**src/rtl/ccsds_ldpc_pkg.sv**
```systemverilog
// Shared definitions for the CCSDS LDPC input framer: code modes, info-block sizes,
// beats-per-frame helper and the framer state encoding.
package ccsds_ldpc_pkg;

  localparam logic [1:0] MODE_1024 = 2'd0;
  localparam logic [1:0] MODE_4096 = 2'd1;
  localparam logic [1:0] MODE_7136 = 2'd2;
  localparam logic [1:0] MODE_RSVD = 2'd3;

  localparam int K_1024 = 1024;
  localparam int K_4096 = 4096;
  localparam int K_7136 = 7136;

  typedef enum logic [1:0] {
    IDLE = 2'd0,
    PASS = 2'd1,
    PAD  = 2'd2
  } state_t;

  // Reserved mode falls back to the K=1024 block size.
  function automatic logic [12:0] nb_of(input logic [1:0] m, input int width);
    int k;
    case (m)
      MODE_4096: k = K_4096;
      MODE_7136: k = K_7136;
      default:   k = K_1024;
    endcase
    return 13'(k / width);
  endfunction

endpackage

```
**src/rtl/ccsds_ldpc_axis_framer_skid.sv**
```systemverilog
// Two-entry skid buffer with registered output and registered input ready; full
// throughput with no combinational path from out_ready_i to in_ready_o.
module axis_skid_buffer #(
  parameter int DW = 11
) (
  input  logic          clk,
  input  logic          rst,
  input  logic [DW-1:0] in_data_i,
  input  logic          in_valid_i,
  output logic          in_ready_o,
  output logic [DW-1:0] out_data_o,
  output logic          out_valid_o,
  input  logic          out_ready_i
);

  logic [DW-1:0] out_data_q, out_data_d;
  logic [DW-1:0] skid_data_q, skid_data_d;
  logic          out_valid_q, out_valid_d;
  logic          skid_valid_q, skid_valid_d;
  logic          ready_q, ready_d;
  logic          pop;

  // in_valid_i may only be raised while in_ready_o is high, so the skid slot is free.
  always_comb begin
    pop          = out_valid_q && out_ready_i;
    out_data_d   = out_data_q;
    out_valid_d  = out_valid_q;
    skid_data_d  = skid_data_q;
    skid_valid_d = skid_valid_q;
    if (!out_valid_q || pop) begin
      if (skid_valid_q) begin
        out_valid_d  = 1'b1;
        out_data_d   = skid_data_q;
        skid_valid_d = in_valid_i;
        if (in_valid_i) skid_data_d = in_data_i;
      end else begin
        out_valid_d  = in_valid_i;
        if (in_valid_i) out_data_d = in_data_i;
        skid_valid_d = 1'b0;
      end
    end else if (in_valid_i) begin
      skid_valid_d = 1'b1;
      skid_data_d  = in_data_i;
    end
    ready_d = !(out_valid_d && skid_valid_d);
  end

  always_ff @(posedge clk) begin
    if (rst) begin
      out_data_q   <= '0;
      out_valid_q  <= 1'b0;
      skid_data_q  <= '0;
      skid_valid_q <= 1'b0;
      ready_q      <= 1'b0;
    end else begin
      out_data_q   <= out_data_d;
      out_valid_q  <= out_valid_d;
      skid_data_q  <= skid_data_d;
      skid_valid_q <= skid_valid_d;
      ready_q      <= ready_d;
    end
  end

  assign in_ready_o  = ready_q;
  assign out_data_o  = out_data_q;
  assign out_valid_o = out_valid_q;

endmodule

```
**src/rtl/ccsds_ldpc_axis_framer.sv**
```systemverilog
// Cuts the info-bit AXI stream into K-bit LDPC frames, marks the last beat with tlast
// and zero-pads frames that the upstream terminates early.
module ccsds_ldpc_axis_framer
  import ccsds_ldpc_pkg::*;
#(
  parameter int   WIDTH     = 8,
  parameter logic USE_TLAST = 1'b1
) (
  input  logic             clk,
  input  logic             rst,
  input  logic [1:0]       mode,
  input  logic [WIDTH-1:0] s_axis_tdata,
  input  logic             s_axis_tvalid,
  input  logic             s_axis_tlast,
  output logic             s_axis_tready,
  output logic [WIDTH-1:0] m_axis_tdata,
  output logic             m_axis_tvalid,
  output logic             m_axis_tlast,
  output logic [1:0]       m_axis_tuser,
  input  logic             m_axis_tready,
  output logic             err_short,
  output logic             err_long,
  output logic             err_mode,
  output logic [15:0]      frame_cnt,
  output logic [1:0]       dbg_state
);

  state_t        state_q;
  logic [12:0]   cnt_q;
  logic [1:0]    mode_q;
  logic          err_short_q, err_long_q, err_mode_q;
  logic [15:0]   frame_cnt_q;

  logic          skid_ready;
  logic          acc;
  logic          push;
  logic [WIDTH+2:0] push_data;
  logic [WIDTH+2:0] skid_out;
  logic [1:0]    mode_eff;
  logic [1:0]    cur_mode;
  logic [12:0]   cur_nb;
  logic          at_last;
  logic          early_last;

  // Handshakes: a beat moves on either port exactly when tvalid && tready at a rising
  // edge; a producer holds tdata/tlast/tuser stable and tvalid high until it moves.
  always_comb begin
    acc        = s_axis_tvalid && skid_ready && (state_q != PAD);
    mode_eff   = (mode == MODE_RSVD) ? MODE_1024 : mode;
    cur_mode   = (state_q == IDLE) ? mode_eff : mode_q;
    cur_nb     = nb_of(cur_mode, WIDTH);
    at_last    = (cnt_q == cur_nb - 13'd1);
    early_last = USE_TLAST && s_axis_tlast && !at_last;
    push       = 1'b0;
    push_data  = '0;
    if (state_q == PAD) begin
      push      = skid_ready;
      push_data = {{WIDTH{1'b0}}, at_last, mode_q};
    end else if (acc) begin
      push      = 1'b1;
      push_data = {s_axis_tdata, at_last, cur_mode};
    end
  end

  always_ff @(posedge clk) begin
    if (rst) begin
      state_q     <= IDLE;
      cnt_q       <= '0;
      mode_q      <= MODE_1024;
      err_short_q <= 1'b0;
      err_long_q  <= 1'b0;
      err_mode_q  <= 1'b0;
      frame_cnt_q <= '0;
    end else begin
      err_short_q <= 1'b0;
      err_long_q  <= 1'b0;
      err_mode_q  <= 1'b0;
      case (state_q)
        IDLE, PASS: begin
          if (acc) begin
            if (state_q == IDLE) begin
              mode_q     <= mode_eff;
              err_mode_q <= (mode == MODE_RSVD);
            end
            if (at_last) begin
              cnt_q       <= '0;
              state_q     <= IDLE;
              frame_cnt_q <= frame_cnt_q + 16'd1;
              err_long_q  <= USE_TLAST && !s_axis_tlast;
            end else begin
              cnt_q <= cnt_q + 13'd1;
              if (early_last) begin
                err_short_q <= 1'b1;
                state_q     <= PAD;
              end else begin
                state_q <= PASS;
              end
            end
          end
        end
        PAD: begin
          if (push) begin
            if (at_last) begin
              cnt_q       <= '0;
              state_q     <= IDLE;
              frame_cnt_q <= frame_cnt_q + 16'd1;
            end else begin
              cnt_q <= cnt_q + 13'd1;
            end
          end
        end
        default: state_q <= IDLE;
      endcase
    end
  end

  axis_skid_buffer #(
    .DW(WIDTH + 3)
  ) u_skid (
    .clk         (clk),
    .rst         (rst),
    .in_data_i   (push_data),
    .in_valid_i  (push),
    .in_ready_o  (skid_ready),
    .out_data_o  (skid_out),
    .out_valid_o (m_axis_tvalid),
    .out_ready_i (m_axis_tready)
  );

  assign {m_axis_tdata, m_axis_tlast, m_axis_tuser} = skid_out;
  assign s_axis_tready = skid_ready && (state_q != PAD);
  assign err_short     = err_short_q;
  assign err_long      = err_long_q;
  assign err_mode      = err_mode_q;
  assign frame_cnt     = frame_cnt_q;
  assign dbg_state     = state_q;

endmodule

```
**config.mk**
```make
export PLATFORM = sky130hd
export DESIGN_NAME = ccsds_ldpc_axis_framer
export DESIGN_NICKNAME = d
export VERILOG_FILES = /design/src/rtl/ccsds_ldpc_pkg.sv /design/src/rtl/ccsds_ldpc_axis_framer_skid.sv /design/src/rtl/ccsds_ldpc_axis_framer.sv
export SDC_FILE = /design/constraint.sdc
export NUM_CORES = 1
export LEC_CHECK = 0
export CORE_UTILIZATION = 25
export CTS_BUF_LIST = sky130_fd_sc_hd__clkbuf_16
export DETAILED_ROUTE_END_ITERATION = 7
export PLACE_DENSITY_LB_ADDON = 0.05
export SYNTH_ARGS = -nofsm -noshare
export SYNTH_HDL_FRONTEND = slang
export SYNTH_SLANG_ARGS = --single-unit
```
**constraint.sdc**
```tcl
create_clock -name clk -period 3.6 [get_ports clk]
set_input_delay 0.9 -clock clk [delete_from_list [all_inputs] [get_ports clk]]
set_output_delay 0.9 -clock clk [all_outputs]
set_load 0.01 [all_outputs]
```
# Yosys cells after proc, flatten, opt, wreduce, memory -nomap -nowiden
# Cells that the tools add are included.
dict set report totals {
  romBits 0
  mem_count 0
  inputBits 15
  ram_bits 0
  wordCells 87
  ff_bits 61
  latch_bits 0
}
dict set report op_classes {
  n_eq_ne 11
  n_shift 0
  bitwise_logic 5
  add_sub_neg 4
  n_div 0
  mul 0
  n_mux 32
  n_reduce_logical 23
  magnitude_cmp 0
}
# op count
set ops {}
lappend ops {{$mux 11} 7}
lappend ops {{$pmux 13 s2} 2}
lappend ops {{$mux 16} 3}
lappend ops {{$mux 13} 3}
lappend ops {{$pmux 16 s2} 1}
lappend ops {{$add 16x1->16 const B} 1}
lappend ops {{$mux 2} 7}
lappend ops {{$add 13x1->13} 1}
lappend ops {{$add 13x1->13 const B} 1}
lappend ops {{$eq 13x13->1} 1}
lappend ops {{$sub 13x1->13 const B} 1}
lappend ops {{$reduce_or 4->1} 3}
lappend ops {{$mux 1} 8}
lappend ops {{$eq 2x2->1 const B} 3}
lappend ops {{$logic_and 1x1->1} 6}
lappend ops {{$ne 2x2->1 const B} 3}
lappend ops {{$reduce_and 3->1} 2}
lappend ops {{$eq 2x1->1 const B} 2}
lappend ops {{$logic_not 1->1} 4}
lappend ops {{$ne 2x1->1 const B} 2}
lappend ops {{$not 1->1} 4}
lappend ops {{$pmux 2 s2} 1}
lappend ops {{$reduce_and 2->1} 2}
lappend ops {{$reduce_bool 2->1} 2}
lappend ops {{5 further kinds} 5}

# Depth between registers and ports, before layout
dict set report depth {
  word_depth 16
  mapped_depth 12
}

# Cells and area by module
# From an unflattened synthesis, not the netlist that was laid out.
dict set report unflattened {
  cells_unflattened 350
  hier_area_um2 3352.0
}
# module cells_per_inst area_per_inst_um2 instances
set by_module_without_submodules {}
lappend by_module_without_submodules {ccsds_ldpc_axis_framer 239 2180.8 1}
lappend by_module_without_submodules {axis_skid_buffer 111 1171.1 1}

# Worst setup path after synthesis
# Ideal clock, no wire load.
dict set report synth_path {
  path_type {input port to flip-flop}
  start {in mode[0]}
  end {reg frame_cnt_q[8] (netlist: frame_cnt[8])}
  stages 10
  n_path_buf 1
  arrival_ns 3.218
  setup_slack_ns 0.311
  path_cell_list {nor4b_1 > a21oi_1 > inv_1 > ha_1 > xor2_1 > or4_4 > buf_6 > or3_4 > or3_1 > a21oi_1}
}
dict set report synth_between {
  elab_chain_len 11
  word_cells_on_any_way 13
  classes_between {add/sub (2); eq/ne (4); mux (7)}
}
# item line
set synth_rtl {}
lappend synth_rtl {{from (decl)} ccsds_ldpc_axis_framer.sv:11} ;# input logic [1:0] mode,
lappend synth_rtl {{$eq 2x2->1} ccsds_ldpc_axis_framer.sv:49} ;# mode_eff = (mode == MODE_RSVD) ? MODE_1024 : mode;
lappend synth_rtl {{$mux 2 *} ccsds_ldpc_axis_framer.sv:49}
lappend synth_rtl {{$mux 2 *} n/a}
lappend synth_rtl {{via cur_mode[0]} ccsds_ldpc_axis_framer.sv:40} ;# logic [1:0] cur_mode;
lappend synth_rtl {{$eq 2x2->1 or $eq 2x1->1 (tied branches)} ccsds_ldpc_pkg.sv:23} ;# case (m)
lappend synth_rtl {{$pmux 13 s2 *} ccsds_ldpc_pkg.sv:23}
lappend synth_rtl {{$add 13x1->13 (no line) *} n/a}
lappend synth_rtl {{$sub 13x1->13 *} ccsds_ldpc_axis_framer.sv:52} ;# at_last = (cnt_q == cur_nb - 13'd1);
lappend synth_rtl {{$eq 13x13->1 *} ccsds_ldpc_axis_framer.sv:52}
lappend synth_rtl {{$mux 16 *} n/a}
lappend synth_rtl {{$mux 16, on equally long branches} n/a}
lappend synth_rtl {{$pmux 16 s2 *} n/a}
lappend synth_rtl {{to (signal assigned)} ccsds_ldpc_axis_framer.sv:88} ;# frame_cnt_q <= frame_cnt_q + 16'd1;
lappend synth_rtl {{to (signal assigned)} ccsds_ldpc_axis_framer.sv:106} ;# frame_cnt_q <= frame_cnt_q + 16'd1;
lappend synth_rtl {{to (decl)} ccsds_ldpc_axis_framer.sv:32} ;# logic [15:0] frame_cnt_q;
# Mark *: on every way through the listed nets, which the timed path passes. The rest lies on a longest branch. The select of a mux whose other input is x is not followed.
# A chain may end at the register's enable or synchronous reset.

# Worst setup path after layout
dict set report layout_path {
  start {in mode[1]}
  end {reg frame_cnt_q[8] (netlist: frame_cnt[8])}
}
dict set report layout_between {
  elab_chain_len 11
  word_cells_on_any_way 13
  classes_between {add/sub (2); eq/ne (4); mux (7)}
}
# item line
set layout_rtl {}
lappend layout_rtl {{$eq 2x2->1} ccsds_ldpc_axis_framer.sv:49}
lappend layout_rtl {{$mux 2 *} ccsds_ldpc_axis_framer.sv:49}
lappend layout_rtl {{$mux 2 *} n/a}
lappend layout_rtl {{$eq 2x2->1 or $eq 2x1->1 (tied branches)} ccsds_ldpc_pkg.sv:23}
lappend layout_rtl {{$pmux 13 s2 *} ccsds_ldpc_pkg.sv:23}
lappend layout_rtl {{$add 13x1->13 (no line) *} n/a}
lappend layout_rtl {{$sub 13x1->13 *} ccsds_ldpc_axis_framer.sv:52}
lappend layout_rtl {{$eq 13x13->1 *} ccsds_ldpc_axis_framer.sv:52}
lappend layout_rtl {{$mux 16 *} n/a}
lappend layout_rtl {{$mux 16, on equally long branches} n/a}
lappend layout_rtl {{$pmux 16 s2 *} n/a}
# Every way passes the cells marked *; elsewhere a longest branch is shown, timed or not. The select of a mux whose other input is x is not followed.

==> impl_metrics.tcl <==
set metrics [dict create \
    status "finished clean" \
    drive_above_1_share_pct 12.6 \
    yosys_register_bits 61 \
    skew_ps 7.46 \
    required_ps 3850 \
    grt_pass1_vias 2541 \
    groute.usage.overall_pct 14.6 \
    fin_util_pct 35.9 \
    dieWidth_um 109 \
    min_to "u_skid.skid_data_q[3]" \
    endpoint_kind "flip-flop" \
    max_slew.worst_pin.slew_ps 683 \
    dr.pass1.iters 4 \
    p_leak_nw 1.44 \
    worstPathMaxFanout 6 \
    r2r-start "dbg_state[1]" \
    postCtsSetupBuffers 0 \
    cts.clk_slew.worst_paths_ps 50 \
    rsz0062_at_grt "false" \
    cts_tree "yes" \
    seq_area_mm2 0.00122 \
    slowest_stage "or4_4" \
    clock_latency_ps 330 \
    crit_family "simple AND/OR/NAND/NOR gates" \
    holdCritPathClass "reg -> reg" \
    p_per_area_mw_per_mm2 449 \
    drc 0 \
    pin_count 49 \
    grt_max_degree 36 \
    min_from "u_skid.skid_data_q[3]" \
    vias 2594 \
    fin_ws_ps 171 \
    antenna_found_initial 0 \
    dp_slack_ps -522 \
    grt_pass1_wl_um 13100 \
    ctsHoldBuffers 0 \
    post-dp-hpwl_um 5550 \
    cap_violations 0 \
    drt_wl_total_um 7940 \
    setup_viol 0 \
    synth_cell_types 42 \
    fmax_ghz 0.292 \
    synthToLayoutAreaGrowth_pct 37.7 \
    vias_per_cell 4.70 \
    nets 428 \
    path_buf_inv 1 \
    cpPeakStageDelay_ps 620 \
    start_util_pct 26.0 \
    final_common_cell "dfxtp_1" \
    ir_worst_vdd_mv 0.216 \
    avgSynthCellArea_um2 8.26 \
    yosysWarnings 0 \
    hold_viol 0 \
    crit_arrival_ps 3680 \
    nFillCells 1176 \
    first_iter_violations 61 \
    cp_cell_sequence "clkdlybuf4s50_1 -> nor4b_2 -> a21oi_2 -> ha_1 -> xnor2_1 -> or4_4 -> or3_4 -> or3_1 -> a21oi_1" \
    cts_max_level 3 \
    core_mm2 0.0110 \
    num_antenna_cells 0 \
    rr_worst_depth 9 \
    fin_crit_ps 3430 \
    die_y_um 109 \
    synthesis.area_mm2 0.00287 \
    path_class "in -> reg" \
    clock-sinks 61 \
    cts_root_buffer "clkbuf_16" \
    r2r-end "frame_cnt[8]" \
    io_buffers 48 \
    hold-path-cell-count 2 \
    final_cell_mix "dfxtp_1, clkdlybuf4s50_1, nor2_1" \
    multi_input_area_mm2 0.00158 \
    rrSetupSlack_ps 520 \
    slew_headroom_pct 54.2 \
    std_cell_rows 38 \
    syn_inst 348 \
    place.gp.congestion 0.714 \
    die-area_mm2 0.0119 \
    syn-num-nets 368 \
    cp-start-kind "input port" \
    cts_buffers 9 \
    ys_seq_area_share_pct 42.5 \
    wire_per_inst_um 14.4 \
    drv_slew 0 \
    grt-ovfl-total 0 \
    clockBufferDepth 2 \
    drtAntennaViolNets 0 \
    finalCritPeriodShare_pct 95.3 \
]
==> where the power goes <==
part	internal (mW)	switching, mW
Combinational	0.0827	0.0873
Clock	0.595	0.303
Sequential	0.693	0.0166
Total	1.37	0.407
==> kinds of logic after synthesis <==
logic type	count (synthesis)	share of synthesized area (%)
buffers and inverters	31	4.36
muxes	3	1.13
AOI/OAI and AO/OA	70	15.0
DFF	61	42.5
adders and majority gates	5	2.18
xor gates and xnor gates	20	6.10
and+or+nand+nor	158	28.7
==> area by class of cell <==
type	instances	area share [%]
clock inverters	6	2.02
flip-flops and latches	61	30.9
multi-input cells	256	39.9
repair buffers	69	16.1
well taps	140	4.43
clock buffers	9	5.69
inverters	11	1.04
==> worst min-delay path: cells and delay by family (launching register included) <==
family | cells | cell delay (ps)
DFF | 1 | 310
and+or+nand+nor | 1 | 50
AOI/OAI and AO/OA | 1 | 50
==> how the worst max path moves through the flow <==
stage | start | depth (start not counted) | slack (ps) | to
2_1_floorplan | mode[0] | 10 | 310 | frame_cnt[8]
3_3_place_gp | mode[1] | 11 | -530 | frame_cnt[12]
3_5_place_dp | mode[0] | 11 | -520 | frame_cnt[12]
4_1_cts | mode[1] | 11 | 20 | frame_cnt[12]
5_1_grt | mode[1] | 12 | 40 | frame_cnt[1]
6_report | mode[1] | 9 | 170 | frame_cnt[8]
==> flip-flops by register name, indices dropped and copies added (netlist names), 2 cells and up <==
signal and count:
u_skid.out_data_o 11, cnt_q 13, u_skid.skid_data_q 11, frame_cnt 16, dbg_state 2, mode_q 2
==> timing repair <==
item,in CTS,in global routing
gates cloned,0,0
gates resized for setup,3,6
pin swaps,0,1
setup endpoints to repair,2,24
==> layer usage <==
layer	global-route usage (%)	part of all wire, %	vias to the layer above
met2	22.8	44	39
met3	4.60	4.2	6
met1	19.2	50	1207
met5	0	0	-
met4	4.00	0.93	0
li1	-	-	1342
==> cells in the mapped netlist (all sizes together) <==
master	count	share of area, %
a211o	1	0.30
a211oi	13	3.4
a21o	3	0.78
a21oi	31	5.4
a221oi	1	0.30
a22oi	2	0.52
a2bb2oi	1	0.30
a31o	1	0.30
and2	2	0.44
and3	12	2.6
and4	2	0.61
buf	2	0.57
clkbuf	18	2.4
dfxtp	61	43
ha	5	2.2
inv	11	1.4
mux2	2	0.78
mux2i	1	0.35
nand2	25	3.3
nand2b	5	1.1
nand3	17	3.0
nand4	10	2.2
nor2	43	5.6
nor2b	6	1.3
nor3	15	2.8
nor4	8	2.3
nor4b	3	0.91
o211ai	4	1.0
o21a	1	0.26
o21ai	10	1.7
o21ba	1	0.35
o31a	1	0.30
or2	4	0.87
or3	4	1.0
or4	1	0.39
or4b	1	0.35
xnor2	12	3.7
xor2	8	2.4
==> through the flow <==
| step | cells | TNS, ps | hold slack (ps) | total power [mW] | cell area [um^2] |
|---|---|---|---|---|---|
| final | 552 | 0 | 454 | 1.78 | 3960 |
| after global placement | 537 | -7440 | 444 | 0.891 | 3600 |
| after CTS | 552 | 0 | 455 | 1.80 | 3920 |
| after detailed placement | 537 | -7860 | 447 | 0.891 | 3600 |
| after floorplan | 348 | 0 | 432 | 0.810 | 2870 |
| after global routing | 552 | 0 | 470 | 1.86 | 3960 |
Power figures use the tool's default switching activity.
